### src/rtl/ex_pkg.sv
// Shared execute-stage definitions: ALU opcodes, NZCV bit positions, MUL FSM states.
package ex_pkg;

  localparam logic [3:0] EXE_MOV = 4'b0001;
  localparam logic [3:0] EXE_ADD = 4'b0010;
  localparam logic [3:0] EXE_ADC = 4'b0011;
  localparam logic [3:0] EXE_SUB = 4'b0100;
  localparam logic [3:0] EXE_SBC = 4'b0101;
  localparam logic [3:0] EXE_AND = 4'b0110;
  localparam logic [3:0] EXE_ORR = 4'b0111;
  localparam logic [3:0] EXE_EOR = 4'b1000;
  localparam logic [3:0] EXE_MVN = 4'b1001;

  localparam int unsigned FLAG_N = 3;
  localparam int unsigned FLAG_Z = 2;
  localparam int unsigned FLAG_C = 1;
  localparam int unsigned FLAG_V = 0;

  typedef enum logic [1:0] {
    MS_IDLE = 2'd0,
    MS_MUL  = 2'd1,
    MS_DONE = 2'd2
  } mul_state_e;

  // Controls captured when a MUL/MLA is accepted, replayed into the EX/MEM slot.
  typedef struct packed {
    logic       s_bit;
    logic       mem_R_en;
    logic       mem_W_en;
    logic       wb_en;
    logic [3:0] dest;
    logic [3:0] nzcv;
  } ex_ctrl_t;

endpackage

### src/rtl/alu.sv
// Combinational ALU; C/V pass through for logical and move ops.
module alu
  import ex_pkg::*;
#(
  parameter int unsigned DATA_W = 32
) (
  input  logic [3:0]        exe_command,
  input  logic [DATA_W-1:0] val1,
  input  logic [DATA_W-1:0] val2,
  input  logic              c_in,
  input  logic              v_in,
  output logic [DATA_W-1:0] result_c,
  output logic [3:0]        nzcv_c
);

  logic [DATA_W:0]   sum;
  logic [DATA_W-1:0] add_b;
  logic              cin;
  logic              arith;

  always_comb begin
    add_b    = (exe_command inside {EXE_SUB, EXE_SBC}) ? ~val2 : val2;
    cin      = 1'b0;
    arith    = 1'b0;
    result_c = '0;
    if (exe_command inside {EXE_ADC, EXE_SBC}) cin = c_in;
    if (exe_command == EXE_SUB) cin = 1'b1;
    sum = {1'b0, val1} + {1'b0, add_b} + (DATA_W+1)'(cin);
    case (exe_command)
      EXE_MOV: result_c = val2;
      EXE_MVN: result_c = ~val2;
      EXE_ADD, EXE_ADC, EXE_SUB, EXE_SBC: begin
        result_c = sum[DATA_W-1:0];
        arith    = 1'b1;
      end
      EXE_AND: result_c = val1 & val2;
      EXE_ORR: result_c = val1 | val2;
      EXE_EOR: result_c = val1 ^ val2;
      default: result_c = '0;
    endcase
    nzcv_c[FLAG_N] = result_c[DATA_W-1];
    nzcv_c[FLAG_Z] = (result_c == '0);
    nzcv_c[FLAG_C] = arith ? sum[DATA_W] : c_in;
    nzcv_c[FLAG_V] = arith ? ((val1[DATA_W-1] == add_b[DATA_W-1]) &&
                              (sum[DATA_W-1] != val1[DATA_W-1])) : v_in;
  end

endmodule

### src/rtl/mul_iter.sv
// Iterative shift-add multiplier with optional early exit once the multiplier is exhausted.
module mul_iter
  import ex_pkg::*;
#(
  parameter int unsigned DATA_W     = 32,
  parameter int unsigned MUL_RADIX  = 1,
  parameter int unsigned EARLY_TERM = 1
) (
  input  logic              clk,
  input  logic              rst,
  input  logic              flush,
  input  logic              start,
  input  logic [DATA_W-1:0] rm,
  input  logic [DATA_W-1:0] rs,
  input  logic [DATA_W-1:0] rn,
  input  logic              mla,
  output mul_state_e        state,
  output logic [DATA_W-1:0] result_c
);

  localparam int unsigned STEPS = DATA_W / MUL_RADIX;
  localparam int unsigned CNT_W = $clog2(STEPS + 1);

  mul_state_e        state_nxt;
  logic [DATA_W-1:0] rm_sh, rs_rem, rn_q, acc;
  logic [DATA_W-1:0] rs_nxt, partial;
  logic [CNT_W-1:0]  cnt;
  logic              mla_q;
  logic              last;

  always_comb begin
    rs_nxt  = rs_rem >> MUL_RADIX;
    partial = rm_sh * DATA_W'(rs_rem[MUL_RADIX-1:0]);
    last    = (cnt == CNT_W'(STEPS - 1)) || ((EARLY_TERM != 0) && (rs_nxt == '0));
  end

  always_ff @(posedge clk) begin
    if (rst) state <= MS_IDLE;
    else     state <= state_nxt;
  end

  always_comb begin
    state_nxt = state;
    case (state)
      MS_IDLE: if (start) state_nxt = MS_MUL;
      MS_MUL: begin
        if (flush)     state_nxt = MS_IDLE;
        else if (last) state_nxt = MS_DONE;
      end
      MS_DONE: state_nxt = MS_IDLE;
      default: state_nxt = MS_IDLE;
    endcase
  end

  always_comb begin
    result_c = acc + (mla_q ? rn_q : '0);
  end

  // Operand latch on accept, one shift-add step per MUL cycle.
  always_ff @(posedge clk) begin
    if (rst) begin
      rm_sh  <= '0;
      rs_rem <= '0;
      rn_q   <= '0;
      acc    <= '0;
      cnt    <= '0;
      mla_q  <= 1'b0;
    end else if (start) begin
      rm_sh  <= rm;
      rs_rem <= rs;
      rn_q   <= rn;
      mla_q  <= mla;
      acc    <= '0;
      cnt    <= '0;
    end else if (state == MS_MUL) begin
      acc    <= acc + partial;
      rm_sh  <= rm_sh << MUL_RADIX;
      rs_rem <= rs_nxt;
      cnt    <= cnt + CNT_W'(1);
    end
  end

endmodule

### src/rtl/val2_generator.sv
// Operand-2 generator: memory offset, rotated immediate, or shifted register.
module val2_generator #(
  parameter int unsigned DATA_W = 32
) (
  input  logic [DATA_W-1:0] val_rm,
  input  logic [11:0]       shift_operand,
  input  logic              imm,
  input  logic              mem_en,
  output logic [DATA_W-1:0] val2_c
);

  function automatic logic [DATA_W-1:0] ror(input logic [DATA_W-1:0] x, input int unsigned n);
    int unsigned amt;
    amt = n % DATA_W;
    return (amt == 0) ? x : ((x >> amt) | (x << (DATA_W - amt)));
  endfunction

  always_comb begin
    val2_c = '0;
    if (mem_en) begin
      val2_c = DATA_W'(shift_operand);
    end else if (imm) begin
      val2_c = ror(DATA_W'(shift_operand[7:0]), 32'({shift_operand[11:8], 1'b0}));
    end else begin
      case (shift_operand[6:5])
        2'b00:   val2_c = val_rm << shift_operand[11:7];
        2'b01:   val2_c = val_rm >> shift_operand[11:7];
        2'b10:   val2_c = DATA_W'($signed(val_rm) >>> shift_operand[11:7]);
        default: val2_c = ror(val_rm, 32'(shift_operand[11:7]));
      endcase
    end
  end

endmodule

### src/rtl/ex_stage_mul.sv
// Execute stage with iterative MUL/MLA; output registers form the EX/MEM slot.
module ex_stage_mul
  import ex_pkg::*;
#(
  parameter int unsigned DATA_W     = 32,
  parameter int unsigned IMM_W      = 24,
  parameter int unsigned MUL_RADIX  = 1,
  parameter int unsigned EARLY_TERM = 1
) (
  input  logic              clk,
  input  logic              rst,
  input  logic              flush,
  input  logic              in_valid,
  input  logic [3:0]        exe_command,
  input  logic              is_mul,
  input  logic              mla,
  input  logic              s_bit,
  input  logic              mem_R_en,
  input  logic              mem_W_en,
  input  logic              wb_en,
  input  logic [3:0]        dest,
  input  logic [DATA_W-1:0] pc,
  input  logic [DATA_W-1:0] val_rn,
  input  logic [DATA_W-1:0] val_rm,
  input  logic [DATA_W-1:0] val_rs,
  input  logic              imm,
  input  logic [11:0]       shift_operand,
  input  logic [IMM_W-1:0]  signed_imm_24,
  input  logic [3:0]        status_reg,
  output logic              stall_out,
  output logic              out_valid,
  output logic [DATA_W-1:0] alu_result,
  output logic [DATA_W-1:0] br_addr,
  output logic [3:0]        status,
  output logic              status_we,
  output logic              mem_R_en_out,
  output logic              mem_W_en_out,
  output logic              wb_en_out,
  output logic [3:0]        dest_out,
  output logic [DATA_W-1:0] val_rm_out
);

  mul_state_e        mul_state;
  logic [DATA_W-1:0] val2_c, alu_res_c, mul_res_c, imm_sext_c, br_sum_c;
  logic [3:0]        alu_nzcv_c, mul_nzcv_c;
  logic              alu_fire_c, mul_start_c;
  ex_ctrl_t          mul_ctrl;
  logic [DATA_W-1:0] mul_val_rm, mul_br;

  assign alu_fire_c  = (mul_state == MS_IDLE) && in_valid && !is_mul && !flush;
  assign mul_start_c = (mul_state == MS_IDLE) && in_valid && is_mul && !flush;
  assign imm_sext_c  = DATA_W'($signed(signed_imm_24));
  assign br_sum_c    = pc + (imm_sext_c << 2);
  assign mul_nzcv_c  = {mul_res_c[DATA_W-1], (mul_res_c == '0), mul_ctrl.nzcv[FLAG_C], mul_ctrl.nzcv[FLAG_V]};

  val2_generator #(.DATA_W(DATA_W)) u_val2 (
    .val_rm(val_rm), .shift_operand(shift_operand), .imm(imm),
    .mem_en(mem_R_en | mem_W_en), .val2_c(val2_c)
  );

  alu #(.DATA_W(DATA_W)) u_alu (
    .exe_command(exe_command), .val1(val_rn), .val2(val2_c),
    .c_in(status_reg[FLAG_C]), .v_in(status_reg[FLAG_V]),
    .result_c(alu_res_c), .nzcv_c(alu_nzcv_c)
  );

  mul_iter #(.DATA_W(DATA_W), .MUL_RADIX(MUL_RADIX), .EARLY_TERM(EARLY_TERM)) u_mul (
    .clk(clk), .rst(rst), .flush(flush), .start(mul_start_c),
    .rm(val_rm), .rs(val_rs), .rn(val_rn), .mla(mla),
    .state(mul_state), .result_c(mul_res_c)
  );

  // Controls of the accepted MUL, replayed when its result retires.
  always_ff @(posedge clk) begin
    if (rst) begin
      mul_ctrl   <= '0;
      mul_val_rm <= '0;
      mul_br     <= '0;
    end else if (mul_start_c) begin
      mul_ctrl   <= '{s_bit: s_bit, mem_R_en: mem_R_en, mem_W_en: mem_W_en,
                      wb_en: wb_en, dest: dest, nzcv: status_reg};
      mul_val_rm <= val_rm;
      mul_br     <= br_sum_c;
    end
  end

  always_ff @(posedge clk) begin
    if (rst) begin
      stall_out    <= 1'b0;
      out_valid    <= 1'b0;
      alu_result   <= '0;
      br_addr      <= '0;
      status       <= '0;
      status_we    <= 1'b0;
      mem_R_en_out <= 1'b0;
      mem_W_en_out <= 1'b0;
      wb_en_out    <= 1'b0;
      dest_out     <= '0;
      val_rm_out   <= '0;
    end else begin
      stall_out    <= !flush && (mul_start_c || mul_state == MS_MUL);
      out_valid    <= 1'b0;
      status_we    <= 1'b0;
      mem_R_en_out <= 1'b0;
      mem_W_en_out <= 1'b0;
      wb_en_out    <= 1'b0;
      if (alu_fire_c) begin
        out_valid    <= 1'b1;
        alu_result   <= alu_res_c;
        br_addr      <= br_sum_c;
        status       <= s_bit ? alu_nzcv_c : status_reg;
        status_we    <= s_bit;
        mem_R_en_out <= mem_R_en;
        mem_W_en_out <= mem_W_en;
        wb_en_out    <= wb_en;
        dest_out     <= dest;
        val_rm_out   <= val_rm;
      end else if (!flush && mul_state == MS_DONE) begin
        out_valid    <= 1'b1;
        alu_result   <= mul_res_c;
        br_addr      <= mul_br;
        status       <= mul_ctrl.s_bit ? mul_nzcv_c : mul_ctrl.nzcv;
        status_we    <= mul_ctrl.s_bit;
        mem_R_en_out <= mul_ctrl.mem_R_en;
        mem_W_en_out <= mul_ctrl.mem_W_en;
        wb_en_out    <= mul_ctrl.wb_en;
        dest_out     <= mul_ctrl.dest;
        val_rm_out   <= mul_val_rm;
      end
    end
  end

endmodule
### config.mk
export PLATFORM = sky130hd
export DESIGN_NAME = ex_stage_mul
export DESIGN_NICKNAME = d
export VERILOG_FILES = /design/src/rtl/ex_pkg.sv /design/src/rtl/alu.sv /design/src/rtl/mul_iter.sv /design/src/rtl/val2_generator.sv /design/src/rtl/ex_stage_mul.sv
export SDC_FILE = /design/constraint.sdc
export NUM_CORES = 1
export LEC_CHECK = 0
export CORE_MARGIN = 5
export CORE_UTILIZATION = 25
export CTS_CLUSTER_DIAMETER = 200
export DETAILED_ROUTE_END_ITERATION = 8
export PLACE_DENSITY_LB_ADDON = 0.3
export RECOVER_POWER = 50
export SYNTH_ARGS = -nofsm -noshare
export SYNTH_HDL_FRONTEND = slang
export SYNTH_SLANG_ARGS = --single-unit
### constraint.sdc
create_clock -name clk -period 8.8 [get_ports clk]
set_clock_uncertainty 0.05 [all_clocks]
set_input_delay 2.64 -clock clk [delete_from_list [all_inputs] [get_ports clk]]
set_output_delay 2.64 -clock clk [all_outputs]
set_load 0.02 [all_outputs]
Word level (Yosys, flattened, before mapping):

Cells that the tools add are included.
W data, S select, Z words.

* flip-flop bits (word level): 323
* output and inout port bits: 110
* input bits: 187
* logic and storage cells: 136

* $add $sub $neg: 8
* shift operators: 7
* multiplexer cells: 43
* bitwise gates (word level): 7
* reduce and logical (&&, ||, !) cells: 26
* multiply operators: 1
* equal/unequal tests: 18

Operators with widths (count)
* $mux W32: 16
* $pmux W32 S6: 1
* $logic_not A32 Y1: 5
* $add A32 B32 Y32: 3
* $or A32 B32 Y32: 3
* $pmux W32 S3: 1
* $shr A32 B5 Y32: 2
* $add A32 B32 Y33: 1
* $add A33 B1 Y33: 1
* $and A32 B32 Y32: 1
* $mul A32 B1 Y32: 1
* $not A32 Y32: 1
* $shl A32 B32 Y32: 1
* $shl A32 B5 Y32: 1
* $shl A8 B32 Y32: 1
* $shr A8 B5 Y32: 1
* $sshr A32 B5 Y32: 1
* $xor A32 B32 Y32: 1
* $mux W4: 6
* $eq A4 B3 Y1 const B: 4
* $mux W1: 15
* $sub A6 B5 Y7 const A: 2
* $eq A4 B2 Y1 const B: 2
* $eq A4 B4 Y1 const B: 2
* 20 further kinds: 37

Longest topological paths before layout:

Gate-level depths: netlist (run 1).

* depth after elaboration: 16
* gate-level depth with buffers: 31
* mapped depth without buffers: 25

Modules after synthesis:

Synthesis (run 1) repeated with hierarchy kept, for this count alone.

* cell total of the unflattened synthesis: 4211
* area, all modules: 31499.0 um^2

By module, submodules not included
* ex_stage_mul: instances 1, area each 9253.9 um^2, sequential area each 3723.6 um^2, cells an instance 1205
* mul_iter: instances 1, area each 9135.0 um^2, sequential area each 2742.6 um^2, cells an instance 1242
* val2_generator: instances 1, area each 8320.5 um^2, sequential area each 0.0 um^2, cells an instance 1081
* alu: instances 1, area each 4789.6 um^2, sequential area each 0.0 um^2, cells an instance 683

Worst setup path before layout (run 1):

OpenSTA, ideal clock, no wires.

* kind: input to register
* from: input port shift_operand[9]
* to: register status[2]
* data arrival time: 9.171 ns
* path buffers: 7
* slack: -0.480 ns
* cell stages on the path: 30
* setup time: 0.059 ns
* data required time: 8.691 ns
* path through: buf_2 inv_2 buf_2 buf_1 clkbuf_1 ha_1 buf_4 nor2b_1 clkbuf_1 xnor2_1 buf_2 nor3_1 a211oi_1 o32ai_1 inv_1 xnor2_1 fa_1 fa_1 nand3_1 a211o_1 a31oi_1 o211ai_1 nand2_1 o21ai_0 mux2i_1 or4_4 or4_1 nor4_1 a41oi_1 nand2_1

* word-level cells in the longest chain between the ends: 15
* elaborated cells between the ends (all ways): 29
* classes of those cells: add/sub (4); shift (7); mux (9); bitwise (6); reduce/logical (3)

Ends and longest elaborated chain
* start, declared: RTL line ex_stage_mul.sv:27 `input logic [11:0] shift_operand,`
* $sub A6 B5 Y7: RTL line val2_generator.sv:15 `return (amt == 0) ? x : ((x >> amt) | (x << (DATA_W - amt)));`
* $shl A32 B32 Y32: RTL line val2_generator.sv:15
* $or A32 B32 Y32: RTL line val2_generator.sv:15
* $mux W32: RTL line val2_generator.sv:15
* $pmux W32 S3: RTL line val2_generator.sv:25 `case (shift_operand[6:5])`
* $mux W32: RTL line val2_generator.sv:22 `end else if (imm) begin`
* $mux W32 *: RTL line val2_generator.sv:20 `if (mem_en) begin`
* $not A32 Y32: RTL line alu.sv:22, alu.sv:31
* $mux W32: RTL line alu.sv:22 `add_b = (exe_command inside {EXE_SUB, EXE_SBC}) ? ~val2 : val2;`
* $add A32 B32 Y33: RTL line alu.sv:28 `sum = {1'b0, val1} + {1'b0, add_b} + (DATA_W+1)'(cin);`
* $add A33 B1 Y33: RTL line alu.sv:28
* $pmux W32 S6 *: RTL line alu.sv:29 `case (exe_command)`
* $logic_not A32 Y1 *: RTL line alu.sv:42 `nzcv_c[FLAG_Z] = (result_c == '0);`
* $mux W4 *: RTL line ex_stage_mul.sv:111 `status <= s_bit ? alu_nzcv_c : status_reg;`
* $mux W4 *: RTL line ex_stage_mul.sv:107 `if (alu_fire_c) begin`
* end signal, assigned: RTL line ex_stage_mul.sv:111
* end signal, assigned: RTL line ex_stage_mul.sv:122 `status <= mul_ctrl.s_bit ? mul_nzcv_c : mul_ctrl.nzcv;`
* end, declared: RTL line ex_stage_mul.sv:34 `output logic [3:0] status,`

Mark *: on every way between the ends. The rest lies on a longest branch, timed or not.
A chain may end at the register's enable or synchronous reset.

Worst setup path after layout (run 1):

* from: input port val_rm[31]
* to: register status[2]

* word-level cells in the longest chain between the ends: 14
* elaborated cells between the ends (all ways): 21
* classes of those cells: add/sub (2); shift (5); mux (8); bitwise (5); reduce/logical (1)

Ends and longest elaborated chain
* start, declared: RTL line ex_stage_mul.sv:24 `input logic [DATA_W-1:0] val_rm,`
* $shl A32 B32 Y32 / $shr A32 B5 Y32 (equally long branches): RTL line val2_generator.sv:15, val2_generator.sv:27
* $or A32 B32 Y32: RTL line val2_generator.sv:15
* $mux W32: RTL line val2_generator.sv:15
* $pmux W32 S3 *: RTL line val2_generator.sv:25
* $mux W32 *: RTL line val2_generator.sv:22
* $mux W32 *: RTL line val2_generator.sv:20
* $not A32 Y32: RTL line alu.sv:22, alu.sv:31
* $mux W32: RTL line alu.sv:22
* $add A32 B32 Y33: RTL line alu.sv:28
* $add A33 B1 Y33: RTL line alu.sv:28
* $pmux W32 S6 *: RTL line alu.sv:29
* $logic_not A32 Y1 *: RTL line alu.sv:42
* $mux W4 *: RTL line ex_stage_mul.sv:111
* $mux W4 *: RTL line ex_stage_mul.sv:107

Marks and branches as above.

==> run_summary.xml, run 1 <==
<?xml version="1.0" encoding="UTF-8"?>
<metrics>
  <group name="cells_and_area">
    <metric name="area_growth_syn_to_layout" unit="%">30.0</metric>
    <metric name="num-nets-final" unit="">4922</metric>
    <metric name="layout-drive-gt1-share" unit="%">17.4</metric>
    <metric name="final_area" unit="um^2">39400</metric>
    <metric name="fillCellCount" unit="">12900</metric>
  </group>
  <group name="global_route">
    <metric name="grt_use_total" unit="%">24.3</metric>
    <metric name="grt-ovfl-total" unit="">0</metric>
    <metric name="maximum_number_of_pins_on_one_net_before_global_route_repair" unit="">98</metric>
    <metric name="first_global_vias" unit="">32300</metric>
    <metric name="antenna_violations_before_repair" unit="">7</metric>
    <metric name="global_route_wire_length_before_repair" unit="mm">232</metric>
  </group>
  <group name="job">
    <metric name="cap_violations" unit="">8</metric>
  </group>
  <group name="placement">
    <metric name="gp_congestion" unit="">1.04</metric>
    <metric name="place.port_buffers" unit="">296</metric>
    <metric name="dp.final_hpwl" unit="mm">127</metric>
    <metric name="placed_cell_areas" unit="um^2">38200</metric>
    <metric name="dp_worst_setup_slack" unit="ns">-0.305</metric>
  </group>
  <group name="clock_tree">
    <metric name="cts_num_sinks" unit="">323</metric>
    <metric name="cts-root-buf" unit="">sky130_fd_sc_hd__clkbuf_16</metric>
    <metric name="clock_insertion_delay_worst_skew" unit="ns">0.59</metric>
    <metric name="cts.htree.levels" unit="">2</metric>
    <metric name="cts_inserted_buffers" unit="">38</metric>
    <metric name="buffer_depth_of_the_longest_clock_path" unit="">3</metric>
    <metric name="clk_transition_reported_paths" unit="ns">0.06</metric>
    <metric name="cts_tree" unit="">done</metric>
  </group>
  <group name="sta">
    <metric name="actual_transition_at_the_worst_max_transition_pin" unit="ns">3.31</metric>
    <metric name="hold_viol_final" unit="">0</metric>
    <metric name="final_critical_path_time_including_i_o_delays_and_setup" unit="ns">8.54</metric>
    <metric name="finalSetupViolCount" unit="">0</metric>
    <metric name="max_slew_margin" unit="%">-120</metric>
    <metric name="achievable-frequency" unit="MHz">117</metric>
    <metric name="setup_ws" unit="ns">0.265</metric>
    <metric name="final_max_slew_viol_count" unit="">414</metric>
    <metric name="grt_setup_unrepaired" unit="">false</metric>
    <metric name="final.period_utilization" unit="%">97.0</metric>
  </group>
  <group name="detailed_routing">
    <metric name="drt_wl_total" unit="mm">163</metric>
    <metric name="drt_first_pass_iters" unit="">7</metric>
    <metric name="dr.first_iter.drc_count" unit="">4007</metric>
    <metric name="routed-via-count" unit="">34400</metric>
    <metric name="via_per_inst" unit="">5.57</metric>
    <metric name="antenna_left" unit="">0</metric>
    <metric name="route.detailed.wl_per_inst" unit="um">26.5</metric>
    <metric name="drc" unit="">0</metric>
  </group>
  <group name="worst_hold_path">
    <metric name="holdCritPathClass" unit="">register to register</metric>
  </group>
  <group name="floorplanning">
    <metric name="die_w" unit="um">358</metric>
    <metric name="fp.dieArea" unit="um^2">128000</metric>
    <metric name="io-pin-count" unit="">297</metric>
    <metric name="start_util" unit="%">25.2</metric>
    <metric name="floorplan.rows" unit="">127</metric>
    <metric name="die_y" unit="um">358</metric>
    <metric name="core_area" unit="um^2">120000</metric>
  </group>
  <group name="power">
    <metric name="leakagePower" unit="nW">16.2</metric>
    <metric name="power_density" unit="nW/um^2">130</metric>
    <metric name="irDropWorstVdd" unit="V">0.000104</metric>
  </group>
  <group name="synth">
    <metric name="synth.most_common_cell" unit="">sky130_fd_sc_hd__nand2_1</metric>
    <metric name="synth_common_cells" unit="">sky130_fd_sc_hd__nand2_1, sky130_fd_sc_hd__a21oi_1, sky130_fd_sc_hd__dfxtp_1</metric>
    <metric name="top_cells_by_area_synth" unit="">sky130_fd_sc_hd__dfxtp_1, sky130_fd_sc_hd__nand2_1, sky130_fd_sc_hd__ha_1</metric>
    <metric name="ys_ff_latch" unit="">323</metric>
    <metric name="syn_avg_cell_area" unit="um^2">7.60</metric>
    <metric name="synth-main-ff-cell" unit="">sky130_fd_sc_hd__dfxtp_1</metric>
    <metric name="synth_async_sr_flop_share" unit="%">0</metric>
    <metric name="yosys_synthesis_warning_count" unit="">0</metric>
    <metric name="syn_inst" unit="">3990</metric>
    <metric name="yosysTopAreaCell" unit="">sky130_fd_sc_hd__dfxtp_1</metric>
    <metric name="postSynthNetCount" unit="">4378</metric>
    <metric name="ys_seq_area_share" unit="%">21.3</metric>
    <metric name="synthDominantCellAreaShare" unit="%">21.3</metric>
    <metric name="mappedNetlistArea" unit="um^2">30300</metric>
    <metric name="synth_cell_type_count" unit="">100</metric>
    <metric name="number_of_enable_type_register_cells_in_the_synthesized_netlist" unit="">0</metric>
  </group>
  <group name="run_status">
    <metric name="failing_checks" unit="">max-capacitance violations, max-slew violations</metric>
    <metric name="run_status" unit="">complete, but fails checks</metric>
  </group>
  <group name="setup_path">
    <metric name="end_kind" unit="">register</metric>
    <metric name="worst_ep_required_time" unit="ns">9.26</metric>
    <metric name="critical_path_peak_fanout" unit="">3</metric>
    <metric name="cp-start-kind" unit="">input port</metric>
    <metric name="worstSetupPathType" unit="">input port to register</metric>
    <metric name="arrival" unit="ns">8.99</metric>
  </group>
</metrics>
cells by family (layout without fill, tap and decap cells):
kind of cell	Yosys count	count (layout)	share of synthesized area [%]
compound gates	1240	1240	27.1
xor+xnor	147	147	4.25
simple gates	1379	1379	20.3
buf+inv	438	1009	5.96
mux	262	262	12.6
other cells	0	1	0
fa+ha+maj	201	201	8.42
flops	323	323	21.3
routing by layer:
| metal | GRT usage, % | up-vias | wire length (um) |
|---|---|---|---|
| li1 | - | 15700 | - |
| met1 | 34.2 | 16800 | 72700 |
| met2 | 37.0 | 1548 | 70300 |
| met3 | 4.26 | 308 | 13100 |
| met4 | 9.10 | 0 | 7440 |
| met5 | 0 | - | 0 |
layout by cell type, fill, tap and decap left out, types with 126 or more instances in the layout:
cell type	count
sky130_fd_sc_hd__nand2_1	692
sky130_fd_sc_hd__buf_4	512
sky130_fd_sc_hd__a21oi_1	426
sky130_fd_sc_hd__dfxtp_1	323
sky130_fd_sc_hd__nor2_1	273
sky130_fd_sc_hd__ha_1	196
sky130_fd_sc_hd__clkdlybuf4s50_1	178
sky130_fd_sc_hd__o21ai_0	148
sky130_fd_sc_hd__a22oi_1	143
sky130_fd_sc_hd__mux2i_1	126
worst max-delay path, cell delays in order:
cell                              delay, ns
sky130_fd_sc_hd__clkdlybuf4s50_1       0.49
sky130_fd_sc_hd__mux2i_1               0.11
sky130_fd_sc_hd__mux4_2                0.49
sky130_fd_sc_hd__o32a_1                0.24
sky130_fd_sc_hd__a311oi_1              0.47
sky130_fd_sc_hd__buf_4                 0.20
sky130_fd_sc_hd__a211oi_1              0.08
sky130_fd_sc_hd__o32ai_2               0.26
sky130_fd_sc_hd__inv_1                 0.13
sky130_fd_sc_hd__xnor2_1               0.17
sky130_fd_sc_hd__fa_1                  0.45
sky130_fd_sc_hd__fa_1                  0.40
sky130_fd_sc_hd__nand3_1               0.14
sky130_fd_sc_hd__a211o_1               0.17
sky130_fd_sc_hd__a31oi_1               0.14
sky130_fd_sc_hd__o211ai_1              0.31
sky130_fd_sc_hd__nand2_1               0.10
sky130_fd_sc_hd__o21ai_1               0.20
sky130_fd_sc_hd__mux2i_1               0.11
sky130_fd_sc_hd__or4_4                 0.53
sky130_fd_sc_hd__or4_1                 0.59
sky130_fd_sc_hd__nor4_1                0.32
sky130_fd_sc_hd__a41oi_1               0.16
sky130_fd_sc_hd__nand2_1               0.08
report_power, final:
group / internal, mW / switching, mW / total (mW) / leakage, nW
Sequential: 1.51 / 0.0350 / 1.55 / 2.62
Combinational: 0.808 / 1.12 / 1.93 / 12.9
Clock: 0.953 / 0.704 / 1.66 / 0.628
Total: 3.27 / 1.86 / 5.14 / 16.2
final timing paths:
path,cells past startpoint,from,slack [ns],to
max,24,val_rm[31],0.26,status[2]
min,2,mul_br[29],0.40,mul_br[29]
max reg2reg,5,u_mul.state[1],3.15,u_mul.rm_sh[31]
min reg2reg,2,mul_br[29],0.40,mul_br[29]
per-stage QoR:
| step | utilization, % | hold slack (ns) | power [mW] | instances | TNS [ns] |
|---|---|---|---|---|---|
| 3_3_place_gp | 31.8 | 0.392 | 3.48 | 6106 | -0.982 |
| 2_1_floorplan | - | 0.382 | 2.55 | 3990 | 0 |
| 3_5_place_dp | 31.8 | 0.396 | 3.47 | 6106 | -0.732 |
| 4_1_cts | 32.8 | 0.404 | 5.16 | 6173 | 0 |
| 5_1_grt | 32.8 | 0.424 | 5.36 | 6174 | 0 |
| 6_report | 32.8 | 0.403 | 5.14 | 6174 | 0 |
cell type report:
type | instances | area (um^2) | area share (%)
clock buffers | 51 | 1070 | 2.71
multi-input cells | 3229 | 22100 | 56.1
inverters | 115 | 433 | 1.10
well taps | 1612 | 2020 | 5.12
clock inverters | 16 | 209 | 0.530
repair buffers | 827 | 7090 | 18.0
flip-flops and latches | 323 | 6470 | 16.4
diodes | 1 | 2.50 | 0.00635
what timing repair did:
action                                  4_1_cts  5_1_grt
hold buffers                                  0        0
buffers inserted                              0        0
endpoints found under the setup margin        0        1
gates resized for setup                       0        1
Note: power is estimated with default switching activity, not from simulation.
==> run 2: changes to the inputs <==
==> constraint.sdc (replaced) <==
create_clock -name clk -period 8.8 [get_ports clk]
set_clock_uncertainty 0.05 [all_clocks]
set_input_delay 2.2 -clock clk [delete_from_list [all_inputs] [get_ports clk]]
set_output_delay 2.2 -clock clk [all_outputs]
set_load 0.02 [all_outputs]
==> run 2 against run 1 <==
Against the previous run: the run still ends with max-capacitance violations, max-slew violations left; flip-flop and latch count stayed put; critical path type unchanged; combinational power is 3% lower; clock power is 4% lower; final cell count is 1.3% lower; critical path depth is 1 higher; highest routed layer is now met5; setup slack better by 0.27 ns; non-clock buffer count is 82 lower; first-iteration DRC count is 6.9% lower; routed wire length is 1.6% lower; total power is 2.3% lower; register-to-register slack worse by 0.80 ns; largest power group unchanged; fmax is 3.2% higher; largest cell class unchanged.
==> run_summary.xml, run 2 (synthesis results as in run 1) <==
<?xml version="1.0" encoding="UTF-8"?>
<metrics>
  <group name="power">
    <metric name="intPower" unit="mW">3.16</metric>
    <metric name="power_frac_comb" unit="%">37.5</metric>
    <metric name="leakagePower" unit="nW">15.8</metric>
    <metric name="netSwitchingFraction" unit="%">37.1</metric>
    <metric name="share_clk_of_total_power" unit="%">31.7</metric>
    <metric name="seqPwrFrac" unit="%">30.8</metric>
    <metric name="power_density" unit="nW/um^2">130</metric>
    <metric name="total_switching_power" unit="mW">1.86</metric>
    <metric name="finalPower" unit="mW">5.02</metric>
    <metric name="irDropWorstVdd" unit="V">0.000120</metric>
  </group>
  <group name="clock_tree">
    <metric name="buffer_depth_of_the_longest_clock_path" unit="">3</metric>
    <metric name="cts_inserted_buffers" unit="">37</metric>
    <metric name="cts_num_sinks" unit="">323</metric>
    <metric name="cts_tree" unit="">done</metric>
    <metric name="cts_resized" unit="">0</metric>
    <metric name="cts_setup_buffers" unit="">0</metric>
    <metric name="clock_insertion_delay_worst_skew" unit="ns">0.59</metric>
    <metric name="cts-root-buf" unit="">sky130_fd_sc_hd__clkbuf_16</metric>
    <metric name="clk_transition_reported_paths" unit="ns">0.07</metric>
    <metric name="cts.htree.levels" unit="">2</metric>
    <metric name="hold_fix_buffers_at_cts" unit="">0</metric>
  </group>
  <group name="cells_and_area">
    <metric name="final_instance_count_excl_fillers" unit="">6095</metric>
    <metric name="mostFrequentLayoutCell" unit="">sky130_fd_sc_hd__nand2_1</metric>
    <metric name="num-nets-final" unit="">4839</metric>
    <metric name="final_area" unit="um^2">38700</metric>
    <metric name="layout-drive-gt1-share" unit="%">15.8</metric>
    <metric name="fillCellCount" unit="">13000</metric>
    <metric name="area_growth_syn_to_layout" unit="%">27.8</metric>
    <metric name="mostFrequentLayoutCells" unit="">sky130_fd_sc_hd__nand2_1, sky130_fd_sc_hd__buf_4, sky130_fd_sc_hd__a21oi_1</metric>
  </group>
  <group name="floorplanning">
    <metric name="fp.dieArea" unit="um^2">128000</metric>
    <metric name="start_util" unit="%">25.2</metric>
    <metric name="core_area" unit="um^2">120000</metric>
    <metric name="io-pin-count" unit="">297</metric>
    <metric name="floorplan.rows" unit="">127</metric>
    <metric name="die_w" unit="um">358</metric>
    <metric name="die_y" unit="um">358</metric>
  </group>
  <group name="placement">
    <metric name="dp.final_hpwl" unit="mm">124</metric>
    <metric name="place.port_buffers" unit="">296</metric>
    <metric name="dp.cells" unit="">6024</metric>
    <metric name="placed_cell_areas" unit="um^2">37600</metric>
    <metric name="gp_congestion" unit="">1.04</metric>
  </group>
  <group name="global_route">
    <metric name="grt_use_total" unit="%">23.8</metric>
    <metric name="first_global_vias" unit="">31900</metric>
    <metric name="maximum_number_of_pins_on_one_net_before_global_route_repair" unit="">84</metric>
    <metric name="grt-ovfl-total" unit="">0</metric>
    <metric name="antenna_violations_before_repair" unit="">11</metric>
    <metric name="global_route_wire_length_before_repair" unit="mm">229</metric>
  </group>
  <group name="detailed_routing">
    <metric name="via_per_inst" unit="">5.58</metric>
    <metric name="drt_first_pass_iters" unit="">6</metric>
    <metric name="drc" unit="">0</metric>
    <metric name="routed-via-count" unit="">34000</metric>
    <metric name="antenna_left" unit="">0</metric>
    <metric name="drt_wl_total" unit="mm">161</metric>
    <metric name="route.detailed.wl_per_inst" unit="um">26.4</metric>
    <metric name="dr.first_iter.drc_count" unit="">3730</metric>
  </group>
  <group name="run_status">
    <metric name="run_status" unit="">complete, but fails checks</metric>
    <metric name="failing_checks" unit="">max-capacitance violations, max-slew violations</metric>
  </group>
  <group name="setup_path">
    <metric name="arrival" unit="ns">8.67</metric>
    <metric name="worst_r2r_path_depth" unit="">5</metric>
    <metric name="regToRegStartpoint" unit="">u_mul.state[1]</metric>
    <metric name="critical_path_peak_fanout" unit="">15</metric>
    <metric name="worst_ep_required_time" unit="ns">9.20</metric>
    <metric name="end_kind" unit="">register</metric>
    <metric name="setup.reg_to_reg.worst_slack" unit="ns">2.35</metric>
    <metric name="cp-start-kind" unit="">input port</metric>
    <metric name="r2r-end" unit="">u_mul.rn_q[30]</metric>
    <metric name="worstSetupPathType" unit="">input port to register</metric>
    <metric name="crit_slowest_cell" unit="">sky130_fd_sc_hd__mux4_2</metric>
    <metric name="worst_path_largest_cell_delay" unit="ns">0.52</metric>
    <metric name="critical-path-top-cell-by-count" unit="">sky130_fd_sc_hd__buf_4</metric>
  </group>
  <group name="sta">
    <metric name="max_slew_margin" unit="%">-190</metric>
    <metric name="final_critical_path_time_including_i_o_delays_and_setup" unit="ns">8.27</metric>
    <metric name="actual_transition_at_the_worst_max_transition_pin" unit="ns">4.34</metric>
    <metric name="achievable-frequency" unit="MHz">121</metric>
    <metric name="final_max_slew_viol_count" unit="">258</metric>
    <metric name="grt_setup_unrepaired" unit="">false</metric>
    <metric name="hold_ws" unit="ns">0.403</metric>
    <metric name="finalSetupViolCount" unit="">0</metric>
    <metric name="hold_viol_final" unit="">0</metric>
    <metric name="final.period_utilization" unit="%">94.0</metric>
  </group>
  <group name="worst_hold_path">
    <metric name="worstHoldPathCells" unit="">2</metric>
    <metric name="min_to" unit="">val_rm_out[31]</metric>
    <metric name="min-delay-start" unit="">val_rm_out[31]</metric>
    <metric name="holdCritPathClass" unit="">register to register</metric>
  </group>
  <group name="job">
    <metric name="cap_violations" unit="">5</metric>
  </group>
</metrics>
run 2: cell count changes in the layout (fill, tap and decap cells not counted), moves of 2 or more:
cell and delta:
sky130_fd_sc_hd__buf_4 -81, sky130_fd_sc_hd__bufinv_16 -2, sky130_fd_sc_hd__clkinv_2 -2, sky130_fd_sc_hd__clkinv_4 +3, sky130_fd_sc_hd__diode_2 +3, sky130_fd_sc_hd__inv_6 -2
run 2: area by class of cell:
| cell class | count | area, um^2 | area share (%) |
|---|---|---|---|
| timing repair buffer | 745 | 6490 | 16.8 |
| clock inverter | 16 | 180 | 0.465 |
| clock buffer | 51 | 1040 | 2.68 |
| tap | 1612 | 2020 | 5.21 |
| multi-input combinational | 3229 | 22100 | 57.1 |
| inverter | 115 | 432 | 1.11 |
| antenna | 4 | 10.0 | 0.0258 |
| sequential | 323 | 6470 | 16.7 |
run 2: metal layers:
layer | wire (um) | track usage, % | vias up
met1 | 70900 | 33.4 | 16500
met2 | 69100 | 36.5 | 1676
met5 | 48 | 0 | -
li1 | - | - | 15500
met4 | 7150 | 8.89 | 8
met3 | 13700 | 4.43 | 313
run 2: through the flow:
step | worst slack [ns] | utilization (%) | TNS, ns
6_report | 0.532 | 32.2 | 0
5_1_grt | 0.188 | 32.2 | 0
4_1_cts | 0.600 | 32.3 | 0
3_5_place_dp | -0.00185 | 31.3 | -0.00185
3_3_place_gp | -0.0416 | 31.3 | -0.0817
2_1_floorplan | 0.0890 | - | 0
run 2: worst max-delay path: cells and delay by family:
kind / cells / cell delay, ns
AO/OA/AOI/OAI: 12 / 3.38
XOR/XNOR: 1 / 0.18
adder cells (fa/ha/maj): 1 / 0.23
buffers and inverters: 6 / 1.38
multiplexers: 1 / 0.52
AND/OR/NAND/NOR: 4 / 0.72
run 2: power by group through the flow:
stage,Sequential [mW],Clock [mW],Combinational [mW]
floorplan,1.59,0,0.955
global placement,1.58,0,1.85
detailed placement,1.58,0,1.84
CTS,1.55,1.64,1.85
global route,1.55,1.69,1.98
finish,1.55,1.59,1.88
run 2: how the worst max path moves through the flow:
stage	endpoint	slack (ns)	from
after floorplan	status[2]	0.09	shift_operand[9]
after detailed placement	status[2]	-0.002	val_rm[23]
after global routing	u_mul.rn_q[30]	0.19	flush
after global placement	status[2]	-0.04	shift_operand[7]
after CTS	status[2]	0.60	val_rm[23]
final	status[3]	0.53	val_rm[23]
